--- src/rtl/shift_pkg.sv ---
// Shared definitions for the sequential right shifter: FSM encoding and default sizes.
package shift_pkg;

   localparam int unsigned DefaultWidth  = 32;
   localparam int unsigned DefaultShamtW = 5;

   typedef enum logic [1:0] {
      StIdle  = 2'd0,
      StShift = 2'd1,
      StDone  = 2'd2
   } state_e;

endpackage

--- src/rtl/sequential_shift_right.sv ---
// Multi-cycle right shifter: one bit per clock, logical or arithmetic fill,
// fixed latency of Shamt+2 cycles from the Start cycle to the Done pulse.
module sequential_shift_right
   import shift_pkg::*;
#(
   parameter int unsigned WIDTH   = DefaultWidth,
   parameter int unsigned SHAMT_W = DefaultShamtW
) (
   input  logic               clk,
   input  logic               reset,
   input  logic               Start,
   input  logic [WIDTH-1:0]   DataInput,
   input  logic [SHAMT_W-1:0] Shamt,
   input  logic               Arithmetic,
   output logic [WIDTH-1:0]   DataOutput,
   output logic               Busy,
   output logic               Done
);

   state_e             state_q;
   logic [WIDTH-1:0]   work_q;
   logic [SHAMT_W-1:0] cnt_q;
   logic               fill_q;

   always_ff @(posedge clk or negedge reset) begin
      if (!reset) begin
         state_q    <= StIdle;
         work_q     <= '0;
         cnt_q      <= '0;
         fill_q     <= 1'b0;
         DataOutput <= '0;
      end else begin
         unique case (state_q)
            StIdle: begin
               if (Start) begin
                  work_q  <= DataInput;
                  cnt_q   <= Shamt;
                  fill_q  <= Arithmetic;
                  state_q <= StShift;
               end
            end
            StShift: begin
               if (cnt_q != '0) begin
                  // Sign fill only when the arithmetic mode was captured.
                  work_q <= {fill_q & work_q[WIDTH-1], work_q[WIDTH-1:1]};
                  cnt_q  <= cnt_q - SHAMT_W'(1);
               end else begin
                  DataOutput <= work_q;
                  state_q    <= StDone;
               end
            end
            StDone: begin
               state_q <= StIdle;
            end
            default: begin
               state_q <= StIdle;
            end
         endcase
      end
   end

   assign Busy = (state_q == StShift) || (state_q == StDone);
   assign Done = (state_q == StDone);

endmodule

--- config.mk ---
export PLATFORM = sky130hd
export DESIGN_NAME = sequential_shift_right
export DESIGN_NICKNAME = d
export VERILOG_FILES = /design/src/rtl/shift_pkg.sv /design/src/rtl/sequential_shift_right.sv
export SDC_FILE = /design/constraint.sdc
export NUM_CORES = 1
export LEC_CHECK = 0
export BUFFER_PORTS_ARGS = -buffer_cell sky130_fd_sc_hd__buf_2
export CAP_MARGIN = 40
export CORE_MARGIN = 2
export CORE_UTILIZATION = 25
export DETAILED_ROUTE_END_ITERATION = 6
export GPL_TIMING_DRIVEN = 0
export PLACE_DENSITY_LB_ADDON = 0.2
export REMOVE_ABC_BUFFERS = 1
export SLEW_MARGIN = 20
export SYNTH_ARGS = -nofsm -noshare
export SYNTH_HDL_FRONTEND = slang
export SYNTH_SLANG_ARGS = --single-unit
--- constraint.sdc ---
create_clock -name clk -period 1.7 [get_ports clk]
set_input_delay 0 -clock clk [delete_from_list [all_inputs] [get_ports clk]]
set_output_delay 0 -clock clk [all_outputs]
set_load 0.02 [all_outputs]
# Word-level counts from Yosys, hierarchy flattened
# Index checks and enable logic that the tools add are counted.
totals:
  register_bits: 72
  n_memories: 0
  elab_cells: 30
  latchBits: 0
  input_bits: 41
  romBits: 0
  ram_bits: 0
classes:
  n_eq_ne: 5
  shifts: 0
  n_lt_le_gt_ge: 0
  n_mux: 9
  multipliers: 0
  div_mod_pow: 0
  n_reduce_logical: 8
  bitwise: 2
  addsub: 1
ops:
  columns: ["cell", "count"]
  rows:
  - ["$mux W32", 2]
  - ["$pmux W32 S2", 1]
  - ["$mux W5", 2]
  - ["$pmux W5 S2", 1]
  - ["$ne A2 B2 Y1 const B", 3]
  - ["$reduce_and A2 Y1", 3]
  - ["$reduce_bool A5 Y1", 1]
  - ["$sub A5 B1 Y5 const B", 1]
  - ["$mux W2", 2]
  - ["$pmux W2 S2", 1]
  - ["$reduce_and A3 Y1", 1]
  - ["$eq A2 B1 Y1 const B", 1]
  - ["$eq A2 B2 Y1 const B", 1]
  - ["$logic_not A2 Y1", 1]
  - ["$reduce_bool A2 Y1", 1]
  - ["$and A1 B1 Y1", 1]
  - ["$logic_or A1 B1 Y1", 1]
  - ["$not A1 Y1", 1]

# Longest topological paths before layout
# Gate-level depths: netlist of run 1.
depth:
  depth_word: 3
  ltp_mapped: 8

# Least setup slack after synthesis of run 1
# No wires, ideal clock.
synth_timing:
  path_type: "flip-flop to flip-flop"
  startpoint: "reg state_q[0]"
  endpoint: "reg work_q[10]"
  path_slack_ns: -0.050
  setup_ns: 0.125
  t_required_ns: 1.575
  path_stages_with_launch: 9
  arrival_ns: 1.625
  cell_sequence: "dfrtp_1 -> inv_1 -> ha_1 -> buf_2 -> mux2i_4 -> nor2_1 -> clkbuf_1 -> a22oi_1 -> nand3_2"
synth_between:
  elab_chain_len: 3
synth_rtl:
  columns: ["element", "line", "text"]
  rows:
  - ["start, declared", "sequential_shift_right.sv:20", "state_e state_q;"]
  - ["start signal, assigned", "sequential_shift_right.sv:27", "state_q <= StIdle;"]
  - ["start signal, assigned", "sequential_shift_right.sv:39", "state_q <= StShift;"]
  - ["start signal, assigned", "sequential_shift_right.sv:49", "state_q <= StDone;"]
  - ["$eq A2 B1 Y1 / $logic_not A2 Y1 (equally long branches)", "sequential_shift_right.sv:33", "unique case (state_q)"]
  - ["$ne A2 B2 Y1 (no source line) / $reduce_bool A2 Y1 (equally long branches)", null, null]
  - ["$reduce_and A3 Y1 (no source line)", null, null]
  - ["end signal, assigned", "sequential_shift_right.sv:36", "work_q <= DataInput;"]
  - ["end signal, assigned", "sequential_shift_right.sv:45", "work_q <= {fill_q & work_q[WIDTH-1], work_q[WIDTH-1:1]};"]
  - ["end, declared", "sequential_shift_right.sv:21", "logic [WIDTH-1:0] work_q;"]
# Several ways; a longest one is shown, not always the timed one.
# A chain may end at the register's enable or synchronous reset.

# Worst setup path in the final report of run 1
layout_timing:
  startpoint: "reg state_q[1]"
  endpoint: "reg work_q[12]"
# Same word-level chain as after synthesis.

==> results by group, run 1 <==
Final layout
  • Finished Layout Cells: 656
  • Layout cells sized above 1: 52.27%
  • ANT cells: 0
  • Fin util: 43.77%
  • Syn-to-layout area delta: 69.37%
  • Fin nets: 528

Worst setup path
  • Worst setup SP type: flip-flop
  • CP most frequent cell: buf_6
  • CP peak stage delay: 0.40 ns
  • R2R Path End: work_q[12]
  • FF-to-FF Start: state_q[1]
  • Levels on crit path: 9
  • CP Max Fanout: 8
  • Required time of the critical path: 1.98 ns
  • Cell Chain, Critical Path: inv_2, ha_4, buf_6, clkinvlp_4, nor3_4, buf_6, buf_12, nand2_4, nand3_2
  • R2R setup slack: -0.10 ns
  • FF-to-FF path depth: 9
  • Crit path buf inv count: 5
  • CP Data Arrival Time: 2.08 ns
  • Critical-path top delay cell: dfrtp_1
  • Crit end category: flip-flop
  • CP delay by family, top: buffers and inverters
  • Critical path class: reg -> reg

Yosys
  • Share of the synthesized area in the top cell type: 54.79%
  • Ys async rst share: 100.0%
  • Ys Warns: 0
  • Post-synth EDFFs: 0
  • Syn Area/Cell: 9.728 um^2
  • Mapped Cells: 338
  • Synthesized area: 3288 um^2
  • Flops & latches, synth: 72
  • Most used DFF post-synth: dfrtp_1
  • Post-synth top cells: nand2_1 (91), dfrtp_1 (72), nand3_1 (51)
  • Synth unique cells: 32
  • Most frequent cell after synthesis: nand2_1
  • Sequential element share of the synthesized area: 54.79%
  • Area contributors post-synth: dfrtp_1 (55%), nand2_1 (10%), nand3_1 (7.8%)
  • Cell taking the most area after synthesis: dfrtp_1

Global routing
  • Total track usage: 16.08%
  • Largest net degree at the start of global routing: 41
  • Gr ovfl total: 0
  • Initial antenna violation count: 0
  • First-pass GRT wire length: 17.36 mm
  • Vias in the first global route: 3148

Min path
  • Min-Delay Startpoint: Shamt[2]
  • End of the worst hold path: cnt_q[2]
  • Worst hold path class: in -> reg
  • Hold Path Stages: 3

Timing
  • Period utilization: 105.9%
  • Worst-Margin Slew: 0.4933 ns
  • Rel. slew slack: 67.11%
  • Fin. max-slew vios: 0
  • Fmax achieved: 0.5554 GHz
  • RSZ-0062 raised after global routing: yes
  • Clk_skew: 0.004732 ns
  • Worst Slack Setup Final: -0.1004 ns
  • Final setup vio count: 60
  • TNS Setup: -4.358 ns
  • Final Hold Vio Count: 0
  • Min cycle time layout: 1.800 ns

Route
  • Post-DRT Antenna Nets: 0
  • Routed WL: 11.10 mm
  • Vias/cell: 4.686
  • Drt pass-1 iters: 4
  • Wire length per cell: 16.92 um
  • Iter 0 DRT Violations: 185
  • DR vias: 3074
  • # DRC: 0

Floorplan
  • Std cell rows: 41
  • Die height: 118.7 um
  • IO Count: 75
  • Core footprint: 12720 um^2
  • DIE AREA: 14090 um^2
  • Chip width: 118.7 um
  • Initial Util: 25.85%

Clock tree
  • CTS buffer count: 9
  • Clock Sinks: 72
  • CTS max path bufs: 2
  • TritonCTS clock tree: built
  • CTS H-Tree Depth: 3
  • Clk pin slew, worst setup/hold paths: 0.06 ns
  • Root buf cell: clkbuf_16
  • Worst-Skew Late Latency: 0.34 ns

Placed design
  • Placed cell count: 570
  • I/O Buffers: 74
  • RePlAce Congestion: 0.7748
  • Post-DP HPWL: 5.986 mm
  • Worst slack, placed: -0.8660 ns

Outcome
  • Status: finished with violations
  • Violated checks: negative setup slack

Power and ir drop
  • Pwr Density: 1909 nW/um^2
  • Tot Pwr: 10.63 mW
  • Leak: 2.940 nW
  • Maximum VDD drop: 0.0006097 V

Flow run
  • Max-Cap Viols: 0
==> timing repair <==
item	4_1_cts	5_1_grt
hold endpoints to repair	68	0
setup buffers	27	7
resized for setup	67	73
endpoints found under the setup margin	68	67
pin swaps	26	29
cloned	5	1
hold buffers	37	0
==> metal layers <==
metal	track usage, %	wire [um]	up-vias
li1	-	-	1466
met1	21.07	5137	1511
met2	25.83	5318	79
met3	2.896	385	18
met4	7.143	256	0
met5	0	0	-
==> worst min-delay path, stage by stage <==
cell and delay, ns:
buf_2 0.08, nor3_1 0.04, a211oi_2 0.18
==> how the worst max path moves through the flow <==
stage,slack (ns),startpoint,endpoint
after floorplan,-1.51,state_q[1],work_q[10]
after global placement,-3.65,state_q[1],work_q[24]
after detailed placement,-0.87,state_q[1],work_q[27]
after CTS,-0.09,cnt_q[0],work_q[18]
after global routing,-0.19,state_q[1],work_q[14]
final,-0.10,state_q[1],work_q[12]
==> area by class of cell <==
type / count / area, um^2
inverter: 5 / 22.52
timing repair buffer: 155 / 1354
multi-input combinational: 239 / 1896
sequential: 72 / 1802
clock buffer: 13 / 280.3
fill: 1251 / 7153
tap: 172 / 215.2
==> stage by stage <==
stage | hold slack, ns | area, um^2
6_report | 0.01264 | 5569
3_3_place_gp | 0.2328 | 3756
4_1_cts | 0.01643 | 5254
2_1_floorplan | -0.2956 | 3171
3_5_place_dp | 0.00007852 | 3949
5_1_grt | 0.03120 | 5569
==> cell families (layout without fill, tap and decap cells) <==
kind of cell | after synthesis | after routing | synth area share [%]
AOI/OAI and AO/OA | 52 | 52 | 11.00
adders and majority gates | 5 | 5 | 1.903
buffers and inverters | 27 | 173 | 4.148
DFF | 72 | 72 | 54.79
muxes | 3 | 3 | 1.370
and+or+nand+nor | 179 | 179 | 26.79
==> cell usage in the layout, fill, tap and decap left out, types with 4 or more instances in the layout <==
| master | count |
|---|---|
| dfrtp_1 | 72 |
| o21ai_0 | 4 |
| nand3_2 | 49 |
| a21oi_1 | 5 |
| nand2_1 | 54 |
| buf_4 | 22 |
| a22oi_1 | 30 |
| nand3_1 | 11 |
| inv_2 | 4 |
| buf_6 | 8 |
| clkbuf_16 | 10 |
| buf_16 | 5 |
| buf_2 | 73 |
| nand2_4 | 23 |
| nand2_2 | 23 |
| clkbuf_8 | 4 |
| dlygate4sd3_1 | 37 |
| buf_12 | 6 |
==> power breakdown <==
part	internal [mW]	switching (mW)	leakage (nW)
combinational	2.77	2.89	1.88
clock	1.12	0.716	0.140
sequential	2.43	0.709	0.922
==> sequential cells by signal, indices dropped and copies added, names as in the netlist <==
| register | count |
|---|---|
| work_q | 32 |
| state_q | 2 |
| cnt_q | 5 |
| DataOutput | 32 |
| fill_q | 1 |
Note: power is estimated with default switching activity, not from simulation.
==> run 2, diff against run 1 <==
Settings changed: CORE_UTILIZATION 25 to 48, RECOVER_POWER set to 100, REMOVE_ABC_BUFFERS 1 to unset.
==> results by group, run 2 (synthesis gave the netlist of run 1 again) <==
Worst setup path
  • Required time of the critical path: 1.92 ns
  • Critical path class: reg -> reg
  • R2R Path End: work_q[30]
  • FF-to-FF path depth: 8
  • CP Max Fanout: 10
  • Worst setup SP type: flip-flop
  • FF-to-FF Start: state_q[0]
  • Crit end category: flip-flop
  • R2R setup slack: -0.08 ns
  • CP Data Arrival Time: 2.01 ns

Global routing
  • Initial antenna violation count: 0
  • Gr ovfl total: 0
  • Met1 Track Usage GR: 33.64%
  • Grt peak-use layer: met2
  • Vias in the first global route: 3010
  • Total track usage: 24.60%
  • Grt met2 use: 39.72%
  • First-pass GRT wire length: 14.50 mm
  • Largest net degree at the start of global routing: 49
  • Met3 usage: 4.667%

Outcome
  • Violated checks: negative setup slack
  • Status: finished with violations

Min path
  • Worst hold path class: in -> reg
  • Min-Delay Startpoint: Shamt[2]
  • End of the worst hold path: cnt_q[2]
  • Hold Path Stages: 3

Timing
  • Rel. slew slack: 56.18%
  • Clk_skew: 0.006302 ns
  • Final setup vio count: 64
  • Min cycle time layout: 1.784 ns
  • Fmax achieved: 0.5606 GHz
  • Period utilization: 104.9%
  • Worst-Margin Slew: 0.6572 ns
  • Worst Slack Setup Final: -0.08384 ns
  • Fin. max-slew vios: 0
  • RSZ-0062 raised after global routing: yes
  • Final Hold Vio Count: 0

Floorplan
  • Die height: 86.77 um
  • Initial Util: 48.94%
  • Core footprint: 6719 um^2
  • IO Count: 75
  • DIE AREA: 7528 um^2
  • Std cell rows: 30
  • Chip width: 86.77 um

Route
  • Drt pass-1 iters: 4
  • Post-DRT Antenna Nets: 0
  • Routed WL: 9.231 mm
  • # DRC: 0
  • Vias/cell: 5.544
  • Iter 0 DRT Violations: 187
  • Wire length per cell: 16.25 um
  • DR vias: 3149

Power and ir drop
  • Reg power frac: 35.0%
  • Gate power share: 49.4%
  • Sw power: 3.731 mW
  • Sw frac: 42.20%
  • Tot Pwr: 8.843 mW
  • Maximum VDD drop: 0.0008869 V
  • Cell Int Power: 5.111 mW
  • Leak: 2.469 nW
  • Clock power share: 15.6%
  • Pwr Density: 1805 nW/um^2

Clock tree
  • Clk pin slew, worst setup/hold paths: 0.08 ns
  • Clock Sinks: 72
  • CTS buffer count: 9
  • Root buf cell: clkbuf_8
  • TritonCTS clock tree: built
  • CTS max path bufs: 2
  • Worst-Skew Late Latency: 0.35 ns
  • CTS H-Tree Depth: 3

Placed design
  • RePlAce Congestion: 0.8286
  • Placed Area: 3792 um^2
  • Placed cell count: 493
  • I/O Buffers: 74
  • Post-DP HPWL: 5.154 mm
  • Worst slack, placed: -0.2614 ns

Final layout
  • Register Area: 1802 um^2
  • Commonest non-fill, non-tap cell in the layout: dfrtp_1
  • Fill count: 520
  • Final instance area: 4898 um^2
  • Layout cells sized above 1: 37.70%
  • Fin nets: 529
  • Finished Layout Cells: 568
  • Largest regs: DataOutput: 32 flops, work_q: 32 flops, cnt_q: 5 flops
  • Syn-to-layout area delta: 48.97%
  • Commonest non-fill, non-tap cells in the layout: dfrtp_1 (72), nand2_1 (63), nand3_1 (48)
  • ANT cells: 0
  • Fin util: 72.91%
  • Area of the multi-input gates: 1638 um^2

Yosys
  • Synth Net Count: 384

Flow run
  • Max-Cap Viols: 0
[run 2: worst max path at each step]
stage	startpoint	end	cells past startpoint
final	state_q[0]	work_q[30]	8
after global routing	state_q[0]	work_q[26]	8
after CTS	state_q[0]	work_q[10]	8
after detailed placement	state_q[0]	work_q[27]	7
after global placement	state_q[0]	work_q[5]	7
after floorplan	state_q[0]	work_q[10]	8
[run 2: cell type report]
cell class	count	share of cell area (%)
clock inverters	3	0.8174
plain buffers	21	4.087
clock buffers	13	3.244
well taps	80	2.043
repair buffers	135	19.16
flip-flops and latches	72	36.78
inverters	5	0.4342
multi-input cells	239	33.44
[run 2: stage by stage]
step / TNS (ns) / hold WS [ns]
2_1_floorplan: 0 / -0.2956
3_3_place_gp: -10.70 / 0.2346
3_5_place_dp: -11.72 / -0.05882
4_1_cts: -0.1015 / 0.004349
5_1_grt: -6.349 / 0.02896
6_report: -2.292 / 0.03001
[run 2: power by group through the flow]
stage	Clock (mW)	Combinational, mW	Sequential (mW)
after floorplan	0	2.13	3.18
after global placement	0	3.21	2.93
after detailed placement	0	3.28	2.97
after CTS	1.41	3.90	2.95
after global routing	1.49	4.78	3.18
final	1.38	4.37	3.10
[run 2: layer usage]
layer | wire [um] | up-vias
met3 | 390 | 18
li1 | - | 1469
met5 | 0 | -
met1 | 4035 | 1558
met4 | 166 | 0
met2 | 4639 | 104
[run 2: what timing repair did]
item                                   CTS  global route
endpoints found under the hold margin  108             0
buffers inserted                        13             6
resized for setup                       44            67
hold buffers                            37             0
setup endpoints to repair               67            68
pin swaps                                6            22
gates cloned                             1             3
[run 2: worst max-delay path, stage by stage (launching register included)]
cell	delay, ns
dfrtp_1	0.42
inv_2	0.10
ha_4	0.13
buf_6	0.11
mux2i_4	0.36
nor2_4	0.11
buf_6	0.17
a22oi_1	0.17
nand3_1	0.10
==> run 3, diff against run 2 <==
Settings changed: BUFFER_PORTS_ARGS -buffer_cell sky130_fd_sc_hd__buf_2 to -buffer_cell sky130_fd_sc_hd__buf_4, CORE_UTILIZATION 48 to 54.
Clock period 1.7 ns to 2.05 ns, I/O delays scaled along.
==> results by group, run 3 (synthesis gave the netlist of run 1 again) <==
Power and ir drop
  • Maximum VDD drop: 0.0008569 V
  • Sw power: 2.699 mW
  • Cell Int Power: 3.633 mW
  • Pwr Density: 1439 nW/um^2
  • Reg power frac: 39.1%
  • Tot Pwr: 6.332 mW
  • Leak: 2.189 nW
  • Sw frac: 42.63%
  • Gate power share: 45.1%
  • Clock power share: 15.8%

Timing
  • Worst Slack Setup Final: 0.1041 ns
  • Min cycle time layout: 1.946 ns
  • Clk_skew: 0.005829 ns
  • Fin. max-slew vios: 0
  • RSZ-0062 raised after global routing: no
  • TNS Setup: 0 ns
  • Worst-Margin Slew: 0.8901 ns
  • Rel. slew slack: 40.66%
  • Min Hold Slack: 0.0002804 ns
  • Period utilization: 94.92%
  • Final setup vio count: 0
  • Final Hold Vio Count: 0
  • Fmax achieved: 0.5139 GHz

Global routing
  • Gr ovfl total: 0
  • Initial antenna violation count: 0
  • Total track usage: 26.54%
  • Largest net degree at the start of global routing: 41
  • First-pass GRT wire length: 13.45 mm
  • Vias in the first global route: 2808

Final layout
  • Fin nets: 511
  • Finished Layout Cells: 544
  • Fill count: 468
  • Area of the multi-input gates: 1348 um^2
  • Layout cells sized above 1: 21.32%
  • Largest regs: DataOutput: 32 flops, work_q: 32 flops, cnt_q: 5 flops
  • ANT cells: 0
  • Syn-to-layout area delta: 33.79%
  • Register Area: 1802 um^2
  • Commonest non-fill, non-tap cell in the layout: nand2_1
  • Commonest non-fill, non-tap cells in the layout: nand2_1 (92), dfrtp_1 (72), nand3_1 (52)

Placed design
  • RePlAce Congestion: 0.8419
  • Placed cell count: 488
  • I/O Buffers: 74
  • Worst slack, placed: -0.01326 ns
  • Post-DP HPWL: 5.504 mm

Route
  • # DRC: 0
  • Routed WL: 8.550 mm
  • Top Layer Used: met4
  • Vias/cell: 5.559
  • Iter 0 DRT Violations: 278
  • Met3 wire len: 505 um
  • Met1 WL: 3.531 mm
  • DR vias: 3024
  • Detailed-routed wire length on met2: 4.285 mm
  • Wire length per cell: 15.72 um
  • Drt pass-1 iters: 5
  • Post-DRT Antenna Nets: 0

Worst setup path
  • CP Data Arrival Time: 2.18 ns
  • Critical path class: reg -> reg
  • Required time of the critical path: 2.28 ns
  • CP Max Fanout: 10
  • Crit end category: flip-flop
  • Worst setup SP type: flip-flop

Floorplan
  • Core footprint: 5886 um^2
  • DIE AREA: 6730 um^2
  • Initial Util: 55.87%
  • IO Count: 75
  • Std cell rows: 28
  • Die height: 82.04 um
  • Chip width: 82.04 um

Outcome
  • Status: finished clean

Flow run
  • Max-Cap Viols: 0

Clock tree
  • Root buf cell: clkbuf_8
  • CTS max path bufs: 2
  • CTS buffer count: 9
  • Clock Sinks: 72
  • TritonCTS clock tree: built
  • CTS H-Tree Depth: 3
  • Clk pin slew, worst setup/hold paths: 0.07 ns
  • Worst-Skew Late Latency: 0.35 ns

Yosys
  • Synth Net Count: 384

Min path
  • Worst hold path class: in -> reg
-- run 3: critical path, cell delays in order (launching register included) --
cell      delay (ns)
dfrtp_1         0.39
inv_1           0.09
ha_1            0.19
clkbuf_4        0.19
nand2b_1        0.08
clkbuf_1        0.36
o21ai_0         0.21
mux2_2          0.32
-- run 3: stage by stage --
step / util (%) / area (um^2)
after floorplan: - / 3288
after CTS: 76.15 / 4482
final: 74.74 / 4399
after global placement: 66.90 / 3938
after global routing: 74.74 / 4399
after detailed placement: 67.24 / 3958
-- run 3: power groups by stage --
stage | sequential (mW) | clock, mW | combinational [mW]
2_1_floorplan | 2.63 | 0 | 1.76
3_3_place_gp | 2.44 | 0 | 2.76
3_5_place_dp | 2.49 | 0 | 2.86
4_1_cts | 2.47 | 1.01 | 2.96
5_1_grt | 2.54 | 1.07 | 3.15
6_report | 2.47 | 1.00 | 2.85
-- run 3: cell type report --
class                           instances  share of cell area (%)
Sequential cell                        72                   40.96
Inverter                                5                  0.4266
Tap cell                               75                   2.133
Clock buffer                           15                   3.783
Buffer                                 22                   3.015
Timing Repair Buffer                  116                   19.06
Multi-Input combinational cell        239                   30.63
-- run 3: timing repair --
item | in CTS | in global routing
setup endpoints to repair | 13 | 31
hold endpoints to repair | 106 | 1
gates cloned | 0 | 0
hold buffers | 35 | 1
gates resized for setup | 0 | 14
buffers inserted | 1 | 4
pin swaps | 0 | 1
-- run 3: final timing paths --
| path | endpoint | startpoint | slack (ns) | cells past startpoint |
|---|---|---|---|---|
| max | state_q[0] | state_q[0] | 0.10 | 7 |
| min | cnt_q[4] | Shamt[4] | 0.0003 | 3 |
| max reg2reg | state_q[0] | state_q[0] | 0.10 | 7 |
| min reg2reg | DataOutput[6] | DataOutput[6] | 0.48 | 2 |
| max in group asynchronous | work_q[4] | reset | 0.38 | 3 |
| min in group asynchronous | state_q[0] | reset | 0.28 | 2 |
-- run 3: layer usage --
| layer | global-route usage, % | vias up |
|---|---|---|
| met5 | 0 | - |
| met1 | 35.82 | 1441 |
| met4 | 10.33 | 0 |
| li1 | - | 1427 |
| met3 | 5.055 | 27 |
| met2 | 42.52 | 129 |
